==> config.mk <==
export PLATFORM = sky130hd
export DESIGN_NAME = snake_dir_ctrl_flat
export DESIGN_NICKNAME = d
export VERILOG_FILES = /design/src/rtl/snake_dir_ctrl_pkg.sv /design/src/rtl/snake_dir_ctrl_if.sv /design/src/rtl/snake_dir_ctrl_dir_queue.sv /design/src/rtl/snake_dir_ctrl.sv /design/src/flat_wrapper.sv
export SDC_FILE = /design/constraint.sdc
export NUM_CORES = 1
export LEC_CHECK = 0
export ABC_AREA = 1
export CORE_UTILIZATION = 50
export CTS_BUF_LIST = sky130_fd_sc_hd__clkbuf_8
export DETAILED_ROUTE_END_ITERATION = 10
export MAX_ROUTING_LAYER = met4
export PLACE_DENSITY = 0.79
export SYNTH_ARGS = -nofsm -noshare
export SYNTH_HDL_FRONTEND = slang
export SYNTH_HIERARCHICAL = 1
export SYNTH_SLANG_ARGS = --single-unit
==> constraint.sdc <==
create_clock -name clk -period 2.5 [get_ports clk]
set_input_delay 0.75 -clock clk [delete_from_list [all_inputs] [get_ports clk]]
set_output_delay 0.75 -clock clk [all_outputs]
set_load 0.02 [all_outputs]
==> src/rtl/snake_dir_ctrl_pkg.sv <==
// Shared definitions for the snake direction controller:
// direction codes, run-state encoding and direction helpers.
package snake_pkg;

  // Direction codes as driven on the dir output
  localparam logic [1:0] DIR_UP    = 2'd0;
  localparam logic [1:0] DIR_RIGHT = 2'd1;
  localparam logic [1:0] DIR_DOWN  = 2'd2;
  localparam logic [1:0] DIR_LEFT  = 2'd3;

  // Width of the queue occupancy count; sized for the deepest legal queue (4)
  localparam int QCOUNT_W = 3;

  // Game run state
  typedef enum logic [1:0] {
    ST_IDLE = 2'd0,
    ST_RUN  = 2'd1,
    ST_OVER = 2'd2
  } state_e;

  // Opposite directions differ only in the upper code bit
  function automatic logic [1:0] opposite(input logic [1:0] d);
    return d ^ 2'b10;
  endfunction

endpackage

==> src/rtl/snake_dir_ctrl_if.sv <==
// Bundle of button, timer and status signals between the game
// and the direction controller. The controller takes the slave view.
interface snake_dir_ctrl_if;
  import snake_pkg::*;

  logic [3:0]          btn_db;
  logic                move_tick;
  logic                game_over;
  logic [1:0]          dir;
  logic                running;
  logic [QCOUNT_W-1:0] q_count;
  logic                turn_pulse;
  logic                reject_pulse;
  logic                drop_pulse;

  modport master (
    output btn_db, move_tick, game_over,
    input  dir, running, q_count, turn_pulse, reject_pulse, drop_pulse
  );

  modport slave (
    input  btn_db, move_tick, game_over,
    output dir, running, q_count, turn_pulse, reject_pulse, drop_pulse
  );

endinterface

==> src/rtl/snake_dir_ctrl_dir_queue.sv <==
// Small circular FIFO of 2-bit direction codes. Push and pop may happen
// in the same cycle; a push while full is accepted only alongside a pop.
module dir_queue
  import snake_pkg::*;
#(
  parameter int QDEPTH = 2
) (
  input  logic                clk,
  input  logic                reset,
  input  logic                flush_i,
  input  logic                push_i,
  input  logic                pop_i,
  input  logic [1:0]          pushData_i,
  output logic [1:0]          head_o,
  output logic [1:0]          tail_o,
  output logic [QCOUNT_W-1:0] count_o,
  output logic                full_o,
  output logic                empty_o
);

  localparam logic [1:0]          LAST = 2'(QDEPTH - 1);
  localparam logic [QCOUNT_W-1:0] CAP  = QCOUNT_W'(QDEPTH);

  logic [1:0]          mem_q [QDEPTH];
  logic [1:0]          rdPtr_q, rdPtr_d;
  logic [1:0]          wrPtr_q, wrPtr_d;
  logic [QCOUNT_W-1:0] count_q, count_d;
  logic                doPush, doPop;

  function automatic logic [1:0] nextPtr(input logic [1:0] p);
    return (p == LAST) ? 2'd0 : p + 2'd1;
  endfunction

  assign empty_o = (count_q == '0);
  assign full_o  = (count_q == CAP);
  assign count_o = count_q;
  assign head_o  = mem_q[rdPtr_q];
  assign tail_o  = mem_q[(wrPtr_q == 2'd0) ? LAST : wrPtr_q - 2'd1];

  // Qualify requests and compute next pointers and occupancy
  always_comb begin
    doPop   = pop_i && !empty_o;
    doPush  = push_i && (!full_o || doPop);
    rdPtr_d = rdPtr_q;
    wrPtr_d = wrPtr_q;
    count_d = count_q;
    if (flush_i) begin
      rdPtr_d = 2'd0;
      wrPtr_d = 2'd0;
      count_d = '0;
    end else begin
      if (doPop)  rdPtr_d = nextPtr(rdPtr_q);
      if (doPush) wrPtr_d = nextPtr(wrPtr_q);
      if (doPush && !doPop) count_d = count_q + 1'b1;
      if (doPop && !doPush) count_d = count_q - 1'b1;
    end
  end

  // Pointer, count and storage registers
  always_ff @(posedge clk) begin
    if (reset) begin
      rdPtr_q <= 2'd0;
      wrPtr_q <= 2'd0;
      count_q <= '0;
      for (int i = 0; i < QDEPTH; i++) mem_q[i] <= 2'd0;
    end else begin
      rdPtr_q <= rdPtr_d;
      wrPtr_q <= wrPtr_d;
      count_q <= count_d;
      if (doPush && !flush_i) mem_q[wrPtr_q] <= pushData_i;
    end
  end

endmodule

==> src/rtl/snake_dir_ctrl.sv <==
// Direction controller: edge-detects buttons, picks one press per cycle,
// queues turn requests, applies one per move tick, and tracks run state.
module snake_dir_ctrl
  import snake_pkg::*;
#(
  parameter int         QDEPTH   = 2,
  parameter logic [1:0] DIR_INIT = 2'd1
) (
  input  logic              clk,
  input  logic              reset,
  snake_dir_ctrl_if.slave   bus
);

  state_e              state_q, state_d;
  logic [1:0]          dir_q, dir_d;
  logic [3:0]          btnPrev_q;
  logic                turn_q, turn_d;
  logic                reject_q, reject_d;
  logic                drop_q, drop_d;

  logic [3:0]          rise;
  logic                anyRise;
  logic [1:0]          win;
  logic [3:0]          losers;
  logic                tryEnq;
  logic [1:0]          enqRef;

  logic                qFlush, qPush, qPop;
  logic [1:0]          qHead, qTail;
  logic [QCOUNT_W-1:0] qCount;
  logic                qFull, qEmpty;

  assign rise    = bus.btn_db & ~btnPrev_q;
  assign anyRise = |rise;

  // Lowest-index rising button wins; every other rising bit is a loser
  always_comb begin
    win = 2'd0;
    casez (rise)
      4'b???1: win = 2'd0;
      4'b??10: win = 2'd1;
      4'b?100: win = 2'd2;
      4'b1000: win = 2'd3;
      default: win = 2'd0;
    endcase
    losers = rise & ~(4'b0001 << win);
  end

  dir_queue #(.QDEPTH(QDEPTH)) u_queue (
    .clk        (clk),
    .reset      (reset),
    .flush_i    (qFlush),
    .push_i     (qPush),
    .pop_i      (qPop),
    .pushData_i (win),
    .head_o     (qHead),
    .tail_o     (qTail),
    .count_o    (qCount),
    .full_o     (qFull),
    .empty_o    (qEmpty)
  );

  // Run-state transitions, tick-driven turn application and enqueue qualification
  always_comb begin
    state_d  = state_q;
    dir_d    = dir_q;
    turn_d   = 1'b0;
    reject_d = 1'b0;
    drop_d   = 1'b0;
    qFlush   = 1'b0;
    qPush    = 1'b0;
    qPop     = 1'b0;
    tryEnq   = 1'b0;
    enqRef   = dir_q;

    if (bus.game_over) begin
      // Collision outranks everything: drop queued turns, freeze direction
      state_d = ST_OVER;
      qFlush  = 1'b1;
    end else begin
      case (state_q)
        ST_IDLE: begin
          if (anyRise) begin
            state_d = ST_RUN;
            tryEnq  = 1'b1;
          end
        end
        ST_RUN: begin
          if (bus.move_tick && !qEmpty) begin
            qPop = 1'b1;
            if (qHead != dir_q && qHead != opposite(dir_q)) begin
              dir_d  = qHead;
              turn_d = 1'b1;
            end else begin
              reject_d = 1'b1;
            end
          end
          tryEnq = anyRise;
        end
        ST_OVER: begin
          // A fresh press restarts to IDLE but is not itself queued
          if (anyRise) begin
            state_d = ST_IDLE;
            dir_d   = DIR_INIT;
          end
        end
        default: state_d = ST_IDLE;
      endcase
    end

    if (tryEnq) begin
      // Compare against the direction the snake will have when this entry
      // would otherwise be reached, so repeats are discarded early
      if (qEmpty || (qPop && qCount == QCOUNT_W'(1))) enqRef = dir_q;
      else                                            enqRef = qTail;
      if (win != enqRef) begin
        if (qFull && !qPop) drop_d = 1'b1;
        else                qPush  = 1'b1;
      end
      if (|losers) drop_d = 1'b1;
    end
  end

  // State, direction, button history and pulse registers
  always_ff @(posedge clk) begin
    if (reset) begin
      state_q   <= ST_IDLE;
      dir_q     <= DIR_INIT;
      btnPrev_q <= 4'd0;
      turn_q    <= 1'b0;
      reject_q  <= 1'b0;
      drop_q    <= 1'b0;
    end else begin
      state_q   <= state_d;
      dir_q     <= dir_d;
      btnPrev_q <= bus.btn_db;
      turn_q    <= turn_d;
      reject_q  <= reject_d;
      drop_q    <= drop_d;
    end
  end

  assign bus.dir          = dir_q;
  assign bus.running      = (state_q == ST_RUN);
  assign bus.q_count      = qCount;
  assign bus.turn_pulse   = turn_q;
  assign bus.reject_pulse = reject_q;
  assign bus.drop_pulse   = drop_q;

endmodule

==> src/flat_wrapper.sv <==
// flat-port wrapper written by rule: the top's interface ports become plain ports
module snake_dir_ctrl_flat import snake_pkg::*;
#(
  parameter int         QDEPTH   = 2,
  parameter logic [1:0] DIR_INIT = 2'd1
)
  (clk, reset, bus_btn_db, bus_move_tick, bus_game_over, bus_dir, bus_running, bus_q_count, bus_turn_pulse, bus_reject_pulse, bus_drop_pulse);
  snake_dir_ctrl_if bus_i ();
  input  logic clk;
  input  logic reset;
  input wire logic [$bits(bus_i.btn_db)-1:0] bus_btn_db;
  input wire logic [$bits(bus_i.move_tick)-1:0] bus_move_tick;
  input wire logic [$bits(bus_i.game_over)-1:0] bus_game_over;
  output wire logic [$bits(bus_i.dir)-1:0] bus_dir;
  output wire logic [$bits(bus_i.running)-1:0] bus_running;
  output wire logic [$bits(bus_i.q_count)-1:0] bus_q_count;
  output wire logic [$bits(bus_i.turn_pulse)-1:0] bus_turn_pulse;
  output wire logic [$bits(bus_i.reject_pulse)-1:0] bus_reject_pulse;
  output wire logic [$bits(bus_i.drop_pulse)-1:0] bus_drop_pulse;
  assign bus_i.btn_db = bus_btn_db;
  assign bus_i.move_tick = bus_move_tick;
  assign bus_i.game_over = bus_game_over;
  assign bus_dir = bus_i.dir;
  assign bus_running = bus_i.running;
  assign bus_q_count = bus_i.q_count;
  assign bus_turn_pulse = bus_i.turn_pulse;
  assign bus_reject_pulse = bus_i.reject_pulse;
  assign bus_drop_pulse = bus_i.drop_pulse;
  snake_dir_ctrl #(.QDEPTH(QDEPTH), .DIR_INIT(DIR_INIT)) u_core (.clk(clk), .reset(reset), .bus(bus_i));
endmodule
==> impl_results.md <==
* Initial detailed-routing violation count at between 70 and 80
* Max-cap violations at 0
* Hold_sp: u_core/u_queue/rdPtr_q[0]
* Layout cell share with drive strength beyond 1 at 0.4792
* Setup violators final at 0
* Initial Utilization at 0.5328
* Logic pwr share at 0.341
* Synth async-reset ratio at 0
* Worst-path maximum fanout at 5
* Slew HR at 0.7641
* Top cell types by occurrence after synthesis: inv_1 (35), nand2_1 (27), nor2_1 (26), dfxtp_1 (17), nand3_1 (11)
* Mapped Cells at approximately 170
* CP most frequent cell: buf_4
* Post-cts hold buffer count at 0
* GRT Util Overall at 0.3139
* GRT overflow at 0
* Row Count at 17
* Remaining routing DRC violations at 0
* H-tree depth at 1
* First-pass DRT Iterations at 4
* Syn Std Cell Area at 1179 um^2
* Area after DPL at ~1500 um^2
* CTS buffer count at 3
* Avg WL per Cell at around 16 um
* Status: finished, final reports clean
* Critical path class: flip-flop to flip-flop
* Psw at a little under 0.0003 W
* Clock transition at path regs at 0.08 ns
* Total power at a little over 0.0009 W
* Worst Max-Slew Pin Slew at about 0.35 ns
* Cell Int Power at about 0.00062 W
* Seq pwr share at 0.409
* Antenna cell count at 0
* #FFs+latches synth at 21
* Post-Syn Area per Cell at around 7 um^2
* Worst Path Required at ~2.7 ns
* Pins Over Slew Limit at 0
* Final hold violation count at 0
* Peak supply drop at 0.4015 mV
* R2R Path Start: u_core/u_queue/wrPtr_q[0]
* FF-to-FF End: u_core/bus.drop_pulse
* Synthesis-to-layout area growth at 62.10%
* DRT Wirelength at between 4000 and 5000 um
* CTS max path bufs at 2
* Core region area at 2212 um^2
* Root Driver: clkbuf_8
* Max Clock Skew at about 0.0020 ns
* Fmax achieved at 0.4059 GHz
* Post-DRT Antenna Nets at 0
* Synthesis warning total at 6
* Worst Hold Endpoint: u_core/u_queue/rdPtr_q[0]
* Antenna violations before repair at 0
* CP bufs+invs at 9
* Clk sinks at 21
* Most common cell in the synthesized netlist: inv_1
* Final worst-path cycle share at 0.9855
* Vias at between 1000 and 1500
* R2R Setup Slk at 0.04 ns
* Yosys cell types at 26
* Reg2reg path depth at 16
* Slowest CP cell: dfxtp_1
* Power density over the cells at 474.1 nW/um^2
* Crit. End Element: flip-flop
* Post-placement worst setup slack at -0.6080 ns
* Worst EP arrival at 2.62 ns
* Worst Setup Slack, final at between 0.03 and 0.04 ns
* Area contributors post-synth: dfxtp_1 (29%), inv_1 (11%), edfxtp_1 (10%)
* GP Congestion at ~0.8
* CP Cell Sequence: inv_1, o21ai_0, nand3_1, nand3_2, nand2_2, inv_2, nand2_2, buf_4, buf_4, buf_4, buf_4, buf_4, buf_4, buf_4, nand2_1, a21oi_2
* TritonCTS clock tree: yes
* Skew-Pair Late Insertion Delay at ~0.26 ns
* Post-synth net total at around 180
* Largest net degree at the start of global routing at 12
* Via density at 5.306
* Placed insts at about 230
* Sequential area share after synthesis at 0.3907
* CP top delay family: buffers and inverters
* # IOs at 17
* Switching Share at 0.3189
* Post-DP HPWL at 2094 um
* Die height at approximately 50 um
* Top FF cell, synth: dfxtp_1
* I/O Buffers at 16
* Setup TNS at 0 ns
* Share of the synthesized area in the top cell type at 0.2887
* Worst hold path class: flip-flop to flip-flop
* Worst setup SP type: flip-flop
* Layout Cells excl Fill at 268
* Die X at 50.55 um
* Final Instance Area at approximately 1900 um^2
* Clock period minus worst slack at approximately 2.5 ns
* Post-synth EDFFs at 4
* Die area at 2555 um^2
* Hold Crit Depth at 2
* Leak pwr at between 0.9 and 1 nW
* Clock share of power at 0.250
* Area leader, netlist: dfxtp_1
* Vias in the first global route at roughly 1300
* First-pass GRT wire length at between 5000 and 6000 um
* Largest stage delay on the critical path at about 0.43 ns
* RSZ-0062 raised after global routing: true
* Final #Nets at 250
## tightest hold or removal path, stage by stage, from the launching register on
cell and delay, ns:
dfxtp_1 0.30, inv_1 0.05, a21oi_1 0.07
## cell type report
class,count,area [um^2]
inverters,40,150.1
well taps,28,35.03
flip-flops and latches,21,469.2
multi-input cells,106,674.4
repair buffers,69,536.8
clock inverters,1,3.754
fillers,112,301.5
clock buffers,3,41.29
## routing by layer
metal  share of wire  global-route usage
met1            0.40              0.3472
met2            0.49              0.5622
met3           0.071             0.04545
met4           0.037              0.1250
met5               0                   -
## per-stage QoR
stage / util / hold slack (ns)
final: 0.8637 / 0.4706
after detailed placement: 0.6821 / 0.4602
after CTS: 0.8032 / 0.4696
after floorplan: - / 0.4357
after global placement: 0.6821 / 0.4472
after global routing: 0.8637 / 0.5001
## logic make-up after synthesis
kind of cell	Yosys count	share of synthesized area
adder cells (fa/ha/maj)	1	0.01699
AND/OR/NAND/NOR	81	0.3312
flip-flops	21	0.3907
AO/OA/AOI/OAI	23	0.1231
XOR/XNOR	1	0.007432
buffers and inverters	41	0.1306
## power groups by stage
stage          logic, W  registers, W  clock network, W
6_report       0.000309      0.000371          0.000226
5_1_grt        0.000328      0.000372          0.000240
4_1_cts        0.000245      0.000369          0.000224
3_5_place_dp   0.000178      0.000377                 0
3_3_place_gp   0.000172      0.000376                 0
2_1_floorplan  0.000101      0.000381                 0
## worst max-delay path by stage
stage / start / to / slack [ns] / depth (start not counted)
2_1_floorplan: bus_move_tick / u_core/u_queue/count_o[2] / 0.02 / 18
3_5_place_dp: bus_move_tick / u_core/u_queue/count_o[2] / -0.61 / 19
5_1_grt: u_core/u_queue/wrPtr_q[0] / u_core/u_queue/count_o[2] / -0.10 / 17
6_report: u_core/u_queue/wrPtr_q[0] / u_core/bus.drop_pulse / 0.04 / 16
3_3_place_gp: bus_btn_db[2] / u_core/u_queue/count_o[2] / -0.48 / 16
4_1_cts: bus_move_tick / u_core/u_queue/count_o[2] / 0.001 / 19
## sequential cells by signal (all words and copies together), names as in the netlist, 2 cells and up, named ones only
signal / flops
u_core/btnPrev_q: 4
u_core/bus.dir: 2
u_core/state_q: 2
u_core/u_queue/count_o: 3
u_core/u_queue/mem_q: 4
## layout by cell type, fill, tap and decap left out, drive strengths merged, types with 2 or more instances in the layout
cell type      count
nand3             12
edfxtp             4
o21ai             10
nand4              2
inv               41
dfxtp             17
clkbuf             8
nor2              29
nand2             36
clkdlybuf4s50     10
buf               53
a21oi             10
## what timing repair did
item,CTS,global route
resized for setup,19,35
pin swaps,18,26
buffers inserted,26,9
setup endpoints to repair,10,12
Power figures use the tool's default switching activity.
